`src/rtl/mmio_bank_ctrl.sv`:
```
// mmio_bank_ctrl: register bank plus external-RAM bridge behind the address decoder.
// Low addresses hit NUM_REGS internal registers; high addresses go to RAM over a
// REQ/ACK handshake with a timeout. One ACK pulse per request, ERR flags failures.
module mmio_bank_ctrl #(
  parameter int unsigned DATA_W   = 16,
  parameter int unsigned ADDR_W   = 12,
  parameter int unsigned NUM_REGS = 12,
  parameter int unsigned TIMEOUT  = 15,
  parameter int unsigned TO_W     = 4
) (
  input  logic                clk,
  input  logic                rst_n,
  input  logic                req,
  input  logic                we,
  input  logic [ADDR_W-1:0]   add,
  input  logic [NUM_REGS-1:0] sel,
  input  logic                ram_s,
  input  logic [DATA_W-1:0]   wdata,
  output logic [DATA_W-1:0]   rdata,
  output logic                ack,
  output logic                err,
  output logic                ram_req,
  output logic                ram_we,
  output logic [ADDR_W-1:0]   ram_addr,
  output logic [DATA_W-1:0]   ram_wdata,
  input  logic [DATA_W-1:0]   ram_rdata,
  input  logic                ram_ack
);

  typedef enum logic [1:0] {
    S_IDLE     = 2'd0,
    S_REG      = 2'd1,
    S_RAM_WAIT = 2'd2,
    S_DONE     = 2'd3
  } state_t;

  localparam logic [TO_W-1:0] CNT_LAST = TO_W'(TIMEOUT - 1);

  state_t                state_q, state_d;
  logic [TO_W-1:0]       cnt_q, cnt_d;
  logic                  we_q;
  logic [NUM_REGS-1:0]   sel_q;
  logic [DATA_W-1:0]     wdata_q;
  logic [DATA_W-1:0]     regs_q [NUM_REGS];

  logic [DATA_W-1:0]     rdata_d;
  logic                  ack_d;
  logic                  err_d;
  logic                  ram_req_d;
  logic                  accept_c;
  logic                  reg_wr_c;
  logic                  sel_ok_c;
  logic [DATA_W-1:0]     reg_rd_c;

  // Exactly one select bit set: non-zero and clearing the lowest set bit leaves zero.
  assign sel_ok_c = (sel_q != '0) && ((sel_q & (sel_q - NUM_REGS'(1))) == '0);

  // Selected register read data (OR-mux, valid only when the select is one-hot).
  always_comb begin
    reg_rd_c = '0;
    for (int i = 0; i < NUM_REGS; i++) begin
      if (sel_q[i]) reg_rd_c = reg_rd_c | regs_q[i];
    end
  end

  // State register.
  always_ff @(posedge clk or negedge rst_n) begin
    if (!rst_n) state_q <= S_IDLE;
    else        state_q <= state_d;
  end

  // Next-state and next-output logic.
  always_comb begin
    state_d   = state_q;
    cnt_d     = cnt_q;
    rdata_d   = rdata;
    ack_d     = ack;
    err_d     = err;
    ram_req_d = ram_req;
    accept_c  = 1'b0;
    reg_wr_c  = 1'b0;
    case (state_q)
      S_IDLE: begin
        if (req) begin
          accept_c = 1'b1;
          if (ram_s) begin
            ram_req_d = 1'b1;
            cnt_d     = '0;
            state_d   = S_RAM_WAIT;
          end else begin
            state_d   = S_REG;
          end
        end
      end
      S_REG: begin
        ack_d   = 1'b1;
        state_d = S_DONE;
        if (sel_ok_c) begin
          if (we_q) reg_wr_c = 1'b1;
          else      rdata_d  = reg_rd_c;
        end else begin
          err_d = 1'b1;
          if (!we_q) rdata_d = '0;
        end
      end
      S_RAM_WAIT: begin
        if (ram_ack) begin
          ram_req_d = 1'b0;
          ack_d     = 1'b1;
          if (!ram_we) rdata_d = ram_rdata;
          state_d   = S_DONE;
        end else if (cnt_q == CNT_LAST) begin
          ram_req_d = 1'b0;
          ack_d     = 1'b1;
          err_d     = 1'b1;
          state_d   = S_DONE;
        end else begin
          cnt_d     = cnt_q + TO_W'(1);
        end
      end
      S_DONE: begin
        ack_d   = 1'b0;
        err_d   = 1'b0;
        state_d = S_IDLE;
      end
      default: state_d = S_IDLE;
    endcase
  end

  // Registered outputs, request capture and timeout counter.
  always_ff @(posedge clk or negedge rst_n) begin
    if (!rst_n) begin
      cnt_q     <= '0;
      we_q      <= 1'b0;
      sel_q     <= '0;
      wdata_q   <= '0;
      rdata     <= '0;
      ack       <= 1'b0;
      err       <= 1'b0;
      ram_req   <= 1'b0;
      ram_we    <= 1'b0;
      ram_addr  <= '0;
      ram_wdata <= '0;
    end else begin
      cnt_q   <= cnt_d;
      rdata   <= rdata_d;
      ack     <= ack_d;
      err     <= err_d;
      ram_req <= ram_req_d;
      if (accept_c) begin
        we_q    <= we;
        sel_q   <= sel;
        wdata_q <= wdata;
        if (ram_s) begin
          ram_we    <= we;
          ram_addr  <= add;
          ram_wdata <= wdata;
        end
      end
    end
  end

  // Register bank write port.
  always_ff @(posedge clk or negedge rst_n) begin
    if (!rst_n) begin
      for (int i = 0; i < NUM_REGS; i++) regs_q[i] <= '0;
    end else if (reg_wr_c) begin
      for (int i = 0; i < NUM_REGS; i++) begin
        if (sel_q[i]) regs_q[i] <= wdata_q;
      end
    end
  end

endmodule

```
`config.mk`:
```
export PLATFORM = sky130hd
export DESIGN_NAME = mmio_bank_ctrl
export DESIGN_NICKNAME = d
export VERILOG_FILES = /design/src/rtl/mmio_bank_ctrl.sv
export SDC_FILE = /design/constraint.sdc
export NUM_CORES = 1
export LEC_CHECK = 0
export ABC_AREA = 1
export CORE_ASPECT_RATIO = 1.5
export CORE_UTILIZATION = 45
export CTS_CLUSTER_DIAMETER = 150
export DETAILED_ROUTE_END_ITERATION = 12
export PLACE_DENSITY = 0.76
export SYNTH_ARGS = -nofsm -noshare
export SYNTH_HDL_FRONTEND = slang
export SYNTH_SLANG_ARGS = --single-unit
```
`constraint.sdc`:
```
create_clock -name clk -period 4.8 [get_ports clk]
set_input_delay 0.48 -clock clk [delete_from_list [all_inputs] [get_ports clk]]
set_output_delay 0.48 -clock clk [all_outputs]
set_load 0.01 [all_outputs]
```
**Yosys cells after proc, flatten, opt, wreduce, memory -nomap -nowiden**

Cells that the tools add are included.

- Bits of input ports: 62
- Register bits after elaboration: 275
- Output and inout bits: 48
- Logic and storage cells: 122

- Equality and inequality tests: 14
- $add $sub $neg: 2
- Bitwise gates (word level): 12
- Muxes and demuxes: 44
- Reductions and logical operators: 26

Operators by type and width:

| cell | number |
|---|---|
| $mux W16 | 17 |
| $or A16 B16 Y16 | 11 |
| $pmux W16 S2 | 1 |
| $reduce_and A2 Y1 | 15 |
| $ne A2 B2 Y1 const B | 9 |
| $mux W4 | 4 |
| $mux W1 | 13 |
| $and A12 B12 Y12 | 1 |
| $logic_not A12 Y1 | 1 |
| $reduce_and A4 Y1 | 3 |
| $reduce_bool A12 Y1 | 1 |
| $sub A12 B1 Y12 const B | 1 |
| $mux W2 | 4 |
| $pmux W2 S4 | 1 |
| $pmux W4 S2 | 1 |
| $pmux W1 S3 | 2 |
| $reduce_and A5 Y1 | 1 |
| $add A4 B1 Y4 const B | 1 |
| $eq A2 B2 Y1 const B | 2 |
| $eq A4 B4 Y1 const B | 1 |
| $reduce_bool A2 Y1 | 2 |
| $ne A3 B3 Y1 const B | 1 |
| $reduce_bool A3 Y1 | 1 |
| $eq A2 B1 Y1 const B | 1 |
| 3 further kinds | 3 |

**Logic depth before layout (Yosys ltp)**

Gate-level depths: netlist (run 1).

- Word-level depth: 26
- Mapped depth: 13

**Worst setup path after synthesis (run 1)**

Ideal clock, no wire load.

- Kind: flip-flop to flip-flop
- Start point: reg state_q[1]
- End point: reg regs_q[144] (netlist name)
- Buffers on the path: 3
- Setup slack: 2755 ps
- Arrival: 1979 ps
- Stages on the path, launching flop included: 10
- Library setup time: 66 ps
- Required time: 4734 ps
- Period minus slack after synthesis: 2045 ps
- Cells stage by stage: dfrtp_1 -> inv_1 -> ha_1 -> nand2_1 -> inv_1 -> buf_4 -> clkbuf_1 -> clkbuf_1 -> nand4_1 -> nand2_1

- Word-level cells in the longest chain between the ends: 3

Ends and longest elaborated chain:

| what | line | text |
|---|---|---|
| start, declared | 39 | `state_t state_q, state_d;` |
| start signal, assigned | 69 | `else state_q <= state_d;` |
| $eq A2 B1 Y1 | 82 | `case (state_q)` |
| $mux W1 | 82 |  |
| $reduce_and A2 Y1 (no source line) | n/a |  |
| end signal, assigned by index | 169 | `if (sel_q[i]) regs_q[i] <= wdata_q;` |
| end, declared | 44 | `logic [DATA_W-1:0] regs_q [NUM_REGS];` |

No other way between the ends.
A chain may end at the register's enable or synchronous reset.

**Final worst setup path (run 1)**

- Start point: reg state_q[0]
- End point: reg rdata[13]

- Word-level cells in the longest chain between the ends: 3
- Elaborated cells between the ends (all ways): 8
- Those cells by class: eq/ne (5); mux (1); reduce/logical (2)

Ends and longest elaborated chain:

| what | line | text |
|---|---|---|
| $eq A2 B1 Y1 / $eq A2 B2 Y1 (equally long branches) | 82 |  |
| $ne A2 B2 Y1 (no source line) / $reduce_bool A2 Y1 (equally long branches) | n/a |  |
| $reduce_and A4 Y1 (no source line) | n/a |  |
| end signal, assigned | 146 | `rdata <= rdata_d;` |
| end, declared | 19 | `output logic [DATA_W-1:0] rdata,` |

Several ways; a longest one is shown, not always the timed one.

==> results.cfg, run 1 <==
[status]
status = complete, no violations

[worst_setup_path]
end_kind = register
slowest_stage = ha_1
cp-endpoint = rdata[13]
required_ns = 5.21
max_stage_delay_ns = 0.68
path_class = register to register
worstPathArrival_ns = 3.72
cp-startpoint = state_q[0]
r2r_end = rdata[13]
worstSetupStartpointType = register
rrSetupSlack_ns = 1.49
reg2reg_depth = 9
reg2reg_from = state_q[0]
worstPathCellList = inv_1 > ha_1 > inv_1 > nor2_1 > nor2_1 > nand2_1 > inv_1 > nor2_1 > a21oi_1
cp_max_fo = 23

[logic_synthesis]
postSynth.asyncResetShare_pct = 100
ys_seq_area_share_pct = 51.8
yosysWarnings = 0
postSynthRegisterBits = 275
synth_edf_count = 0
mappedNetlistArea_sq_um = 13300
synth.avg_cell_area_sq_um = 8.28
syn_inst = 1603
synth_cell_types = 30
synth_flop_cell = dfrtp_1
synth_nets = 1672

[sta]
setup_slack_ns = 1.49
finClkSkew_ns = 0.0291
fmax_mhz = 302
fin_crit_ns = 3.31
final-hold-violation-count = 0
fin_crit_sh_pct = 69.0
rsz0062_at_grt = false
slew_headroom_pct = 37.9
tns_ns = 0
setup_viol = 0
drv_slew = 0
worstMarginPinSlew_ns = 0.931

[global_route]
grt_use_met3_pct = 1.96
use_met1_pct = 31.6
grt_usage_pct = 23.8
antenna_found_initial = 0
grt_use_met2_pct = 39.8
grt_pass1_vias = 11000
grt_max_degree = 153
grt_pass1_wl_mm = 57.6
top_usage_layer = met2
grt-ovfl-total = 0

[clocking]
clockBufferDepth = 3
cts_tree = built
clock_latency_ns = 0.55
path_clk_slew_ns = 0.07
cts_inserted_buffers = 26
postCtsSetupBuffers = 0
cts_resized = 0
hold_buffers = 0
cts_root_buf = clkbuf_16
clock-sinks = 275
h-tree-depth = 1

[pwr]
clockPowerShare_pct = 27.7
p_leak_uw = 0.00768
powerDensity_nw_per_um2 = 508
peakVddDrop_mv = 0.403
finalPower_uw = 7710
pwr-share-comb_pct = 30.4
switchingPower_uw = 2970
internal_power_uw = 4740
power_frac_seq_pct = 41.9
sw_frac_of_total_pct = 38.5

[cells_and_area]
areaGrowthSynthToFinish_pct = 14.3
fin_nets = 1693
num-fill-cells = 2657
final_layout_size_suffix_gt1_share_pct = 6.45
design_area_sq_um = 15200
antenna_cells = 0
fin_cells = 2034

[routing]
drt_iter0_drc = 1161
wl_per_cell_microns = 17.1
via_count = 11500
antenna_left = 0
drc = 0
drt-total-wl_mm = 34.8
routed_via_density = 5.66
drt_pass1_iterations = 5

[place]
pre_cts_ws_ns = 1.54
placed_area_sq_um = 14300
place.port_buffers = 109
dp_hpwl_mm = 21.8
dpl.cell_count = 1986
place_congestion = 0.854

[flow_run]
maxCapViolCount = 0

[floorplanning]
die_x_microns = 142
rows = 76
start_util_pct = 45.9
core-area_sq_um = 28900
dieArea_sq_um = 30200
fp.dieH_microns = 212
ios = 110

[worst_hold_path]
hold_path_class = input port to async pin
==> cell usage after synthesis (all sizes together), types with 2 or more instances <==
| library cell | number | area (sq um) |
|---|---|---|
| o31ai | 3 | 22.5 |
| nand3 | 45 | 350 |
| nor2 | 55 | 238 |
| nand4 | 217 | 1360 |
| nand2 | 670 | 2520 |
| dfrtp | 275 | 6880 |
| ha | 7 | 87.6 |
| inv | 55 | 206 |
| a21oi | 61 | 305 |
| a31oi | 2 | 12.5 |
| nor3 | 4 | 20.0 |
| o21ai | 48 | 240 |
| clkbuf | 68 | 255 |
| mux2 | 20 | 225 |
| buf | 69 | 520 |
==> layout make-up <==
cell class                 count  area, sq um  share of cell area [%]
timing repair buffer         130         1280                    8.43
inverter                      55          211                    1.39
clock buffer                  40          793                    5.23
clock inverter                 8          106                   0.701
tap                          390          488                    3.22
multi-input combinational   1136         5410                    35.7
sequential                   275         6880                    45.4
==> sequential cells by signal, indices dropped and copies added (netlist names) <==
name / cells
sel_q: 12
regs_q: 192
ack: 1
ram_wdata: 16
cnt_q: 4
we_q: 1
wdata_q: 16
err: 1
ram_we: 1
state_q: 2
ram_addr: 12
ram_req: 1
rdata: 16
==> cell families after synthesis <==
kind of cell	share of synthesized area, %
AOI/OAI and AO/OA	4.44
xor gates and xnor gates	0.132
adders and majority gates	0.660
buffers and inverters	7.40
DFF	51.8
muxes	1.70
and+or+nand+nor	33.8
==> worst min path at each step <==
stage	slack [ns]	cells after the start	endpoint	start
final	0.04	1	ram_we	rst_n
after global routing	0.13	1	sel_q[1]	rst_n
after global placement	0.45	2	regs_q[17]	regs_q[17]
after detailed placement	0.46	2	regs_q[152]	regs_q[152]
after CTS	0.08	1	we_q	rst_n
after floorplan	0.18	0	ack	rst_n
==> metal layers <==
layer  vias up  wire (microns)
met4         0            1330
li1       5365               -
met2       430           17100
met3        73            2100
met1      5637           14200
met5         -               0
==> per-stage QoR <==
stage | hold slack, ns | util, %
after detailed placement | 0.458 | 49.4
after global placement | 0.453 | 49.4
final | 0.0439 | 52.5
after global routing | 0.128 | 52.5
after CTS | 0.0817 | 52.5
after floorplan | 0.184 | -
==> critical path: cells and delay by family, from the launching register on <==
| kind | cells | cell delay, ns |
|---|---|---|
| buffers and inverters | 3 | 1.08 |
| adders and majority gates | 1 | 0.68 |
| and+or+nand+nor | 4 | 0.93 |
| AOI/OAI and AO/OA | 1 | 0.05 |
| DFF | 1 | 0.40 |
==> power by group through the flow <==
stage	registers (uW)	clock network (uW)	logic [uW]
3_3_place_gp	3240	0	2280
4_1_cts	3210	2160	2340
3_5_place_dp	3250	0	2330
6_report	3230	2130	2350
5_1_grt	3270	2250	2580
2_1_floorplan	2980	0	1590
==> layout by cell type (no fill, tap or decap), types with 4 or more instances in the layout <==
cell type	synthesis	layout
nand2_1	669	668
dfrtp_1	275	275
nand4_1	217	217
clkdlybuf4s50_1	0	108
a21oi_1	61	61
inv_1	53	52
nor2_1	50	50
o21ai_0	46	46
nand3_1	35	35
clkbuf_16	0	26
mux2_2	20	20
buf_4	9	19
nand3_4	10	10
clkbuf_8	0	9
ha_1	7	7
clkbuf_1	68	5
nor3_1	4	4
No activity file was read; power rests on OpenSTA's default activity.
==> inputs of run 2 (changes only) <==
--- a/config.mk
+++ b/config.mk
@@ -10,7 +10,7 @@
 export CORE_UTILIZATION = 45
 export CTS_CLUSTER_DIAMETER = 150
 export DETAILED_ROUTE_END_ITERATION = 12
-export PLACE_DENSITY = 0.76
+export PLACE_DENSITY = 0.79
 export SYNTH_ARGS = -nofsm -noshare
 export SYNTH_HDL_FRONTEND = slang
 export SYNTH_SLANG_ARGS = --single-unit
==> constraint.sdc (replaced) <==
create_clock -name clk -period 2.9 [get_ports clk]
set_input_delay 0.29 -clock clk [delete_from_list [all_inputs] [get_ports clk]]
set_output_delay 0.29 -clock clk [all_outputs]
set_load 0.01 [all_outputs]
==> run 2 against run 1 <==
  * Design area up 1.3%
  * Core utilization up 0.67 points
  * Worst hold slack better by 0.27 ns
  * Sequential share of layout area down 0.57 points
  * Combinational power up 71%
  * Sequential cell count unchanged
  * Count of clock-buffer cells in the layout up 3
  * Global-route usage up 0.77 points
  * Worst setup slack worse by 1.1 ns
  * Via count up 0.74%
  * Clock power up 71%
  * Power up 69%
==> results.cfg, run 2 (synthesis gave the netlist of run 1 again) <==
[sta]
final-hold-violation-count = 0
fmax_mhz = 405
finClkSkew_ns = 0.0187
fin_crit_sh_pct = 85.1
rsz0062_at_grt = false
setup_slack_ns = 0.432
setup_viol = 0
worstMarginPinSlew_ns = 0.864
tns_ns = 0
fin_crit_ns = 2.47
slew_headroom_pct = 42.2
drv_slew = 0

[cells_and_area]
design_area_sq_um = 15400
utilization_pct = 53.1
final_layout_size_suffix_gt1_share_pct = 7.11
final_cell_mix = nand2_1 (668), dfrtp_1 (275), nand4_1 (217), clkdlybuf4s50_1 (108), a21oi_1 (61)
fin_cells = 2050
fin_nets = 1709
final_common_cell = nand2_1
antenna_cells = 0
areaGrowthSynthToFinish_pct = 15.8
largest-register = regs_q
largest_reg_flops = 192

[floorplanning]
ios = 110
core-area_sq_um = 28900
fp.dieH_microns = 212
die_x_microns = 142
start_util_pct = 45.9
rows = 76
dieArea_sq_um = 30200

[place]
place_congestion = 0.904
dpl.cell_count = 1999
pre_cts_ws_ns = 0.517
dp_hpwl_mm = 22.9
place.port_buffers = 109
placed_area_sq_um = 14400

[worst_hold_path]
hold_path_class = input port to register

[pwr]
p_leak_uw = 0.00778
powerDensity_nw_per_um2 = 847
peakVddDrop_mv = 0.527

[routing]
drt_iter0_drc = 1132
drc = 0
drt-total-wl_mm = 35.9
routed_via_density = 5.65
antenna_left = 0
via_count = 11600
drt_pass1_iterations = 6
wl_per_cell_microns = 17.5

[clocking]
cts_inserted_buffers = 28
clock-sinks = 275
cts_tree = built
clockBufferDepth = 3
cts_root_buf = clkbuf_16
clock_latency_ns = 0.55
cts_resized = 0
h-tree-depth = 1
path_clk_slew_ns = 0.06

[flow_run]
maxCapViolCount = 0

[worst_setup_path]
required_ns = 3.33
end_kind = register
worstSetupStartpointType = register
cp_max_fo = 92
path_class = register to register
worstPathArrival_ns = 2.90

[global_route]
grt_pass1_wl_mm = 59.0
grt_pass1_vias = 11500
antenna_found_initial = 0
grt_usage_pct = 24.5
grt-ovfl-total = 0
grt_max_degree = 108

[status]
status = complete, no violations
## run 2: changes by cell type in the layout (fill, tap and decap cells not counted)
| cell | delta |
|---|---|
| buf_12 | +4 |
| buf_4 | +9 |
| clkbuf_1 | +3 |
| clkbuf_16 | +2 |
| clkbuf_8 | -2 |
| clkinv_8 | +1 |
| clkinvlp_4 | -2 |
| dlygate4sd3_1 | +1 |
## run 2: layer usage
metal  vias up  wire (microns)  track usage [%]
li1       5386               -                -
met1      5607           14000             30.5
met2       507           17900             42.2
met3        90            2650             3.65
met4         0            1440             10.7
met5         -               0                0
## run 2: final timing paths
| kind | depth (start not counted) | slack (ns) | to | from |
|---|---|---|---|---|
| hold reg to reg | 2 | 0.47 | regs_q[60] | regs_q[60] |
| hold / removal | 3 | 0.31 | wdata_q[2] | wdata[2] |
| max in group asynchronous | 3 | 1.67 | regs_q[60] | rst_n |
| setup reg to reg | 11 | 0.43 | regs_q[167] | sel_q[1] |
| min in group asynchronous | 2 | 0.36 | ram_we | rst_n |
| setup / recovery | 11 | 0.43 | regs_q[167] | sel_q[1] |
## run 2: metrics by stage
step	hold slack (ns)	power, uW
6_report	0.315	13000
5_1_grt	0.334	13600
4_1_cts	0.301	13000
3_5_place_dp	0.386	9350
3_3_place_gp	0.376	9210
2_1_floorplan	-0.00559	7560
## run 2: final cells by class
cell class | instances | area [sq um]
well taps | 390 | 488
repair buffers | 144 | 1440
clock inverters | 7 | 108
fillers | 2602 | 13500
clock buffers | 43 | 827
flip-flops and latches | 275 | 6880
multi-input cells | 1136 | 5410
inverters | 55 | 211
## run 2: where the power goes
part / switching (uW) / leakage (uW) / internal (uW) / total [uW]
Clock: 1510 / 0.000459 / 2140 / 3650
Combinational: 2560 / 0.00364 / 1450 / 4010
Sequential: 957 / 0.00369 / 4400 / 5360
## run 2: timing repair
item / in CTS / in global routing
hold buffers: 1 / 0
hold endpoints to repair: 91 / 0
buffers inserted: 0 / 0
## run 2: worst max-delay path: stages (launching register included)
cell,delay [ns]
dfrtp_1,0.53
nor2_8,0.18
nand2_1,0.10
nor2_2,0.12
inv_1,0.07
nand2_1,0.06
nand3_1,0.12
nor2_4,0.20
buf_12,0.35
nand3_4,0.32
nand2_1,0.16
nand2_1,0.06
==> inputs of run 3 (changes only) <==
--- a/config.mk
+++ b/config.mk
@@ -11,6 +11,7 @@
 export CTS_CLUSTER_DIAMETER = 150
 export DETAILED_ROUTE_END_ITERATION = 12
 export PLACE_DENSITY = 0.79
+export SLEW_MARGIN = 5
 export SYNTH_ARGS = -nofsm -noshare
 export SYNTH_HDL_FRONTEND = slang
 export SYNTH_SLANG_ARGS = --single-unit
==> results of run 3 <==
Same layout as run 2: the final DEF is identical, and so are final timing and power.
